### src/rtl/fcc_duty_controller.sv
// fcc_duty_controller: sampled integral voltage loop with flying-cap balance.
// Optional balance term enabled by defining FC_BALANCE_EN.
module fcc_duty_controller #(
  parameter int ADC_W    = 12,
  parameter int D_NOM    = 64,
  parameter int D_MIN    = 5,
  parameter int D_MAX    = 122,
  parameter int KI_SHIFT = 4,
  parameter int KB_SHIFT = 3,
  parameter int DB_MAX   = 16
) (
  input  logic             clk,
  input  logic             RST,
  input  logic             XADC_Event,
  input  logic             enable,
  input  logic [ADC_W-1:0] vref,
  input  logic [ADC_W-1:0] fc_ref,
  output logic             sample_req,
  input  logic             adc_valid,
  input  logic [ADC_W-1:0] adc_vout,
  input  logic [ADC_W-1:0] adc_vfc,
  output logic [6:0]       d1,
  output logic [6:0]       d2,
  output logic             duty_valid,
  output logic             overrun
);

  localparam int AW = ADC_W + KI_SHIFT + 3;

  localparam logic signed [AW-1:0] ACC_LO =
    AW'((D_MIN - D_NOM) * (2 ** KI_SHIFT));
  localparam logic signed [AW-1:0] ACC_HI =
    AW'((D_MAX - D_NOM) * (2 ** KI_SHIFT));
  localparam logic signed [AW-1:0] DNOM_S = AW'(D_NOM);
  localparam logic signed [AW-1:0] DMIN_S = AW'(D_MIN);
  localparam logic signed [AW-1:0] DMAX_S = AW'(D_MAX);
  localparam logic [6:0]           DNOM7  = 7'(D_NOM);

  typedef enum logic [2:0] {
    S_IDLE,
    S_REQ,
    S_WAIT,
    S_CALC,
    S_APPLY
  } state_e;

  function automatic logic [6:0] clamp_duty(
    input logic signed [AW-1:0] x
  );
    logic signed [AW-1:0] y;
    y = x;
    if (x < DMIN_S) y = DMIN_S;
    if (x > DMAX_S) y = DMAX_S;
    return 7'(y);
  endfunction

  state_e                state_q, state_d;
  logic signed [AW-1:0]  acc_q, acc_d;
  logic [ADC_W-1:0]      vout_q, vout_d;
  logic [6:0]            d1_q, d1_d;
  logic [6:0]            d2_q, d2_d;
  logic                  dv_q, dv_d;
  logic                  ovr_q, ovr_d;

  logic signed [ADC_W:0] e;
  logic signed [AW-1:0]  acc_sum;
  logic signed [AW-1:0]  dc;
  logic signed [AW-1:0]  d1_sum;
  logic signed [AW-1:0]  d2_sum;

`ifdef FC_BALANCE_EN
  localparam logic signed [AW-1:0] DB_HI = AW'(DB_MAX);
  localparam logic signed [AW-1:0] DB_LO = AW'(-DB_MAX);

  logic [ADC_W-1:0]      vfc_q, vfc_d;
  logic signed [AW-1:0]  db_q, db_d;
  logic signed [ADC_W:0] fc_err;
  logic signed [AW-1:0]  db_raw;
`else
  logic unused_fc;
  assign unused_fc = ^{fc_ref, adc_vfc};
`endif

  // Next-state, loop arithmetic and duty update
  always_comb begin
    state_d = state_q;
    acc_d   = acc_q;
    vout_d  = vout_q;
    d1_d    = d1_q;
    d2_d    = d2_q;
    dv_d    = 1'b0;
    ovr_d   = ovr_q | (XADC_Event & (state_q != S_IDLE));

    e = $signed({1'b0, vref}) - $signed({1'b0, vout_q});
    acc_sum = acc_q + AW'(e);
    dc = DNOM_S + (acc_q >>> KI_SHIFT);

`ifdef FC_BALANCE_EN
    vfc_d  = vfc_q;
    db_d   = db_q;
    fc_err = $signed({1'b0, fc_ref}) - $signed({1'b0, vfc_q});
    db_raw = AW'(fc_err >>> KB_SHIFT);
    d1_sum = dc + db_q;
    d2_sum = dc - db_q;
`else
    d1_sum = dc;
    d2_sum = dc;
`endif

    if (!enable) begin
      state_d = S_IDLE;
      acc_d   = '0;
      d1_d    = DNOM7;
      d2_d    = DNOM7;
      dv_d    = (d1_q != DNOM7) | (d2_q != DNOM7);
    end else begin
      unique case (state_q)
        S_IDLE: begin
          if (XADC_Event) state_d = S_REQ;
        end
        S_REQ: begin
          state_d = S_WAIT;
        end
        S_WAIT: begin
          if (adc_valid) begin
            vout_d  = adc_vout;
`ifdef FC_BALANCE_EN
            vfc_d   = adc_vfc;
`endif
            state_d = S_CALC;
          end
        end
        S_CALC: begin
          acc_d = acc_sum;
          if (acc_sum < ACC_LO) acc_d = ACC_LO;
          if (acc_sum > ACC_HI) acc_d = ACC_HI;
`ifdef FC_BALANCE_EN
          db_d = db_raw;
          if (db_raw < DB_LO) db_d = DB_LO;
          if (db_raw > DB_HI) db_d = DB_HI;
`endif
          state_d = S_APPLY;
        end
        S_APPLY: begin
          d1_d    = clamp_duty(d1_sum);
          d2_d    = clamp_duty(d2_sum);
          dv_d    = 1'b1;
          state_d = S_IDLE;
        end
        default: state_d = S_IDLE;
      endcase
    end
  end

  // State and datapath registers
  always_ff @(posedge clk) begin
    if (RST) begin
      state_q <= S_IDLE;
      acc_q   <= '0;
      vout_q  <= '0;
      d1_q    <= DNOM7;
      d2_q    <= DNOM7;
      dv_q    <= 1'b0;
      ovr_q   <= 1'b0;
`ifdef FC_BALANCE_EN
      vfc_q   <= '0;
      db_q    <= '0;
`endif
    end else begin
      state_q <= state_d;
      acc_q   <= acc_d;
      vout_q  <= vout_d;
      d1_q    <= d1_d;
      d2_q    <= d2_d;
      dv_q    <= dv_d;
      ovr_q   <= ovr_d;
`ifdef FC_BALANCE_EN
      vfc_q   <= vfc_d;
      db_q    <= db_d;
`endif
    end
  end

  assign sample_req = (state_q == S_REQ);
  assign d1         = d1_q;
  assign d2         = d2_q;
  assign duty_valid = dv_q;
  assign overrun    = ovr_q;

endmodule

### config.mk
export PLATFORM = sky130hd
export DESIGN_NAME = fcc_duty_controller
export DESIGN_NICKNAME = d
export VERILOG_FILES = /design/src/rtl/fcc_duty_controller.sv
export SDC_FILE = /design/constraint.sdc
export NUM_CORES = 1
export LEC_CHECK = 0
export ABC_AREA = 1
export CAP_MARGIN = 20
export CELL_PAD_IN_SITES_DETAIL_PLACEMENT = 0
export CELL_PAD_IN_SITES_GLOBAL_PLACEMENT = 1
export CORE_UTILIZATION = 33
export DETAILED_ROUTE_END_ITERATION = 8
export PLACE_DENSITY_LB_ADDON = 0.25
export SETUP_SLACK_MARGIN = 0.15
export SYNTH_ARGS = -nofsm -noshare
export SYNTH_HDL_FRONTEND = slang
export SYNTH_SLANG_ARGS = --single-unit
### constraint.sdc
create_clock -name clk -period 3.4 [get_ports clk]
set_input_delay 0.34 -clock clk [delete_from_list [all_inputs] [get_ports clk]]
set_output_delay 0.34 -clock clk [all_outputs]
set_load 0.005 [all_outputs]
==> impl_metrics.json <==
{
  "numClockSinks": 43,
  "routabilityCongestion": 0.8288,
  "io_buffers": 45,
  "grt_pass1_vias": 3775,
  "synth_seq_cells": 43,
  "syn_avg_cell_area_um2": 6.416,
  "finClkSkew_ns": 0.006955,
  "synth-seq-area-share_pct": 23.54,
  "final.setup.tns_ns": -0.4086,
  "instances_no_fill": 838,
  "clkLatencyLatePin_ns": 0.30,
  "synth_nets": 657,
  "yosys.area.top_type": "dfxtp_1",
  "synth-xor-area-share_pct": 2.634,
  "synth-adder-area-share_pct": 12.04,
  "synth_ff_type": "dfxtp_1",
  "coreArea_um2": 10840,
  "postSynthCellCount": 570,
  "ir_worst_vdd_uv": 269.8,
  "crit_path_start_kind": "register",
  "drt_wl_total_um": 10390,
  "setup_ws_ns": -0.1085,
  "hold_path.class": "reg2reg",
  "synth_compound_area_share_pct": 15.94,
  "cts_buffers": 5,
  "netlist.area_leader.share_pct": 23.54,
  "dp_cells": 817,
  "finalInstanceArea_um2": 5323,
  "synth_edf_count": 0,
  "final_nets": 784,
  "worstPathMaxFanout": 6,
  "pwr_density_cell_nw_per_um2": 251.2,
  "wl_per_cell_um": 12.39,
  "synth_top_family_by_area": "simple AND/OR/NAND/NOR gates",
  "grt_max_degree": 24,
  "worstSetupPathType": "reg2reg",
  "num_vias": 3985,
  "critPathRequiredTime_ns": 3.59,
  "dpl_cell_area_um2": 4777,
  "area_growth_pct": 45.54,
  "reg2reg_setup_slack_ns": -0.11,
  "status": "complete, but fails checks",
  "drt_iter0_markers": 169,
  "fin_crit_sh_pct": 103.2,
  "die_h_um": 107.3,
  "maxCapViolations": 0,
  "final_layout_size_suffix_gt1_share_pct": 28.22,
  "hpwl_um": 8080,
  "synth.distinct_cells": 40,
  "antenna_left": 0,
  "hold_viol_final": 0,
  "antennaDiodeCount": 0,
  "synthSimpleGateAreaFrac_pct": 35.27,
  "tightest_slew_ns": 0.7688,
  "die_x_um": 107.3,
  "yosys_warnings": 0,
  "relSlewSlack_pct": 48.60,
  "grt_pass1_wl_um": 17180,
  "slew_viol_final": 0,
  "grt_antenna_before_repair": 0,
  "fmax_mhz": 285.0,
  "setup_viol": 7,
  "start_util_pct": 33.74,
  "ctsHoldBuffers": 0,
  "finalPower_mw": 1.337,
  "drc": 0,
  "cts_tree": "yes",
  "leakage_nw": 2.415,
  "rsz0062_at_grt": "yes",
  "syn-cell-area_um2": 3657,
  "cts.htree.levels": 2,
  "yosysMostFrequentCell": "nand2_1",
  "num_rows": 38,
  "drt_first_pass_iters": 4,
  "track_usage_pct": 18.50,
  "preCtsSetupSlack_ns": -0.7069,
  "violations": "negative setup slack",
  "layout_min_cycle_time_ns": 3.509,
  "yosys-top-cells-area": "dfxtp_1 (24%), nand2_1 (16%), ha_1 (11%)",
  "yosys-top-cells-count": "nand2_1 (154), inv_1 (75), nor2_1 (49)",
  "crit_arrival_ns": 3.69,
  "clk_pin_slew_ns": 0.08,
  "cts_max_path_buffers": 2,
  "ios": 70,
  "root_buffer": "clkbuf_8",
  "synth.area.mux_share_pct": 0,
  "async_flop_share_pct": 0,
  "grt_overflow": 0,
  "endpoint_kind": "register",
  "dieArea_um2": 11510,
  "vias_per_cell": 4.755
}
[layout by cell type, fill, tap and decap left out, types with 11 or more instances in the layout]
cell | netlist | final
nand3_1 | 44 | 39
clkdlybuf4s50_1 | 0 | 38
a211oi_1 | 12 | 11
ha_1 | 32 | 21
buf_4 | 8 | 86
nand2_1 | 154 | 140
o21ai_0 | 17 | 12
a21oi_1 | 46 | 33
inv_1 | 75 | 70
nand2_2 | 12 | 25
nor2_1 | 49 | 43
a21oi_2 | 3 | 15
dfxtp_1 | 43 | 40
[worst max-delay path, stage by stage, from the launching register on]
cell and delay (ns):
dfxtp_2 0.33, inv_2 0.05, ha_4 0.28, nand2_2 0.05
o21ai_2 0.15, a41oi_2 0.15, o21ai_2 0.18, a21oi_2 0.07
nor2_1 0.09, nor2_1 0.05, xnor2_1 0.13, ha_1 0.35
nand2_2 0.12, buf_6 0.14, nor3_2 0.13, nand2_1 0.11
nand2_2 0.12, nand2_2 0.05, nand2_1 0.06, nand3_1 0.07
nor2_1 0.13, nand2_2 0.12, a21oi_4 0.26, buf_4 0.17
a21oi_2 0.04
[per-layer routing]
metal  wire [µm]  global-route usage [%]
met1        5113                   24.46
met2        4871                   31.66
met3         302                   2.119
met4         101                   5.088
met5           0                       0
[cell type report]
class | instances | area [µm²]
timing repair buffer | 134 | 1125
clock buffer | 7 | 96.34
inverter | 80 | 300.3
tap | 140 | 175.2
multi-input combinational | 433 | 2754
fill | 1113 | 5518
sequential | 43 | 864.6
clock inverter | 1 | 7.507
[flip-flops by register name, summed over array words and instances (netlist names)]
| register | count |
|---|---|
| d2 | 7 |
| duty_valid | 1 |
| vout_q | 12 |
| acc_q | 19 |
| overrun | 1 |
| state_q | 3 |
[path summary, 6_finish.rpt]
| check | depth (start not counted) | from | to |
|---|---|---|---|
| worst max-delay path | 24 | vout_q[2] | acc_q[7] |
| worst min-delay path | 2 | vout_q[7] | vout_q[7] |
| worst max register to register | 24 | vout_q[2] | acc_q[7] |
| worst min register to register | 2 | vout_q[7] | vout_q[7] |
[metrics by stage]
stage               utilization [%]  hold WS (ns)
floorplan                         -        0.4185
global placement              44.07        0.4590
detailed placement            44.07        0.4614
CTS                           47.24        0.4757
global route                  49.10        0.5013
finish                        49.10        0.4713
[timing repair]
item / in CTS / in global routing
setup buffers: 9 / 3
pin swaps: 25 / 37
gates resized for setup: 49 / 39
gates cloned: 1 / 0
endpoints found under the setup margin: 19 / 19
[power by group]
part	internal (mW)	total, mW	switching, mW
Sequential	0.507	0.509	0.00215
Clock	0.185	0.366	0.182
Combinational	0.229	0.462	0.233
[logic make-up (layout without fill, tap and decap cells)]
logic type | Yosys count | after routing
simple gates | 292 | 293
compound gates | 95 | 95
buf+inv | 95 | 222
flops | 43 | 43
fa+ha+maj | 34 | 34
xor+xnor | 11 | 11
Power figures use the tool's default switching activity.
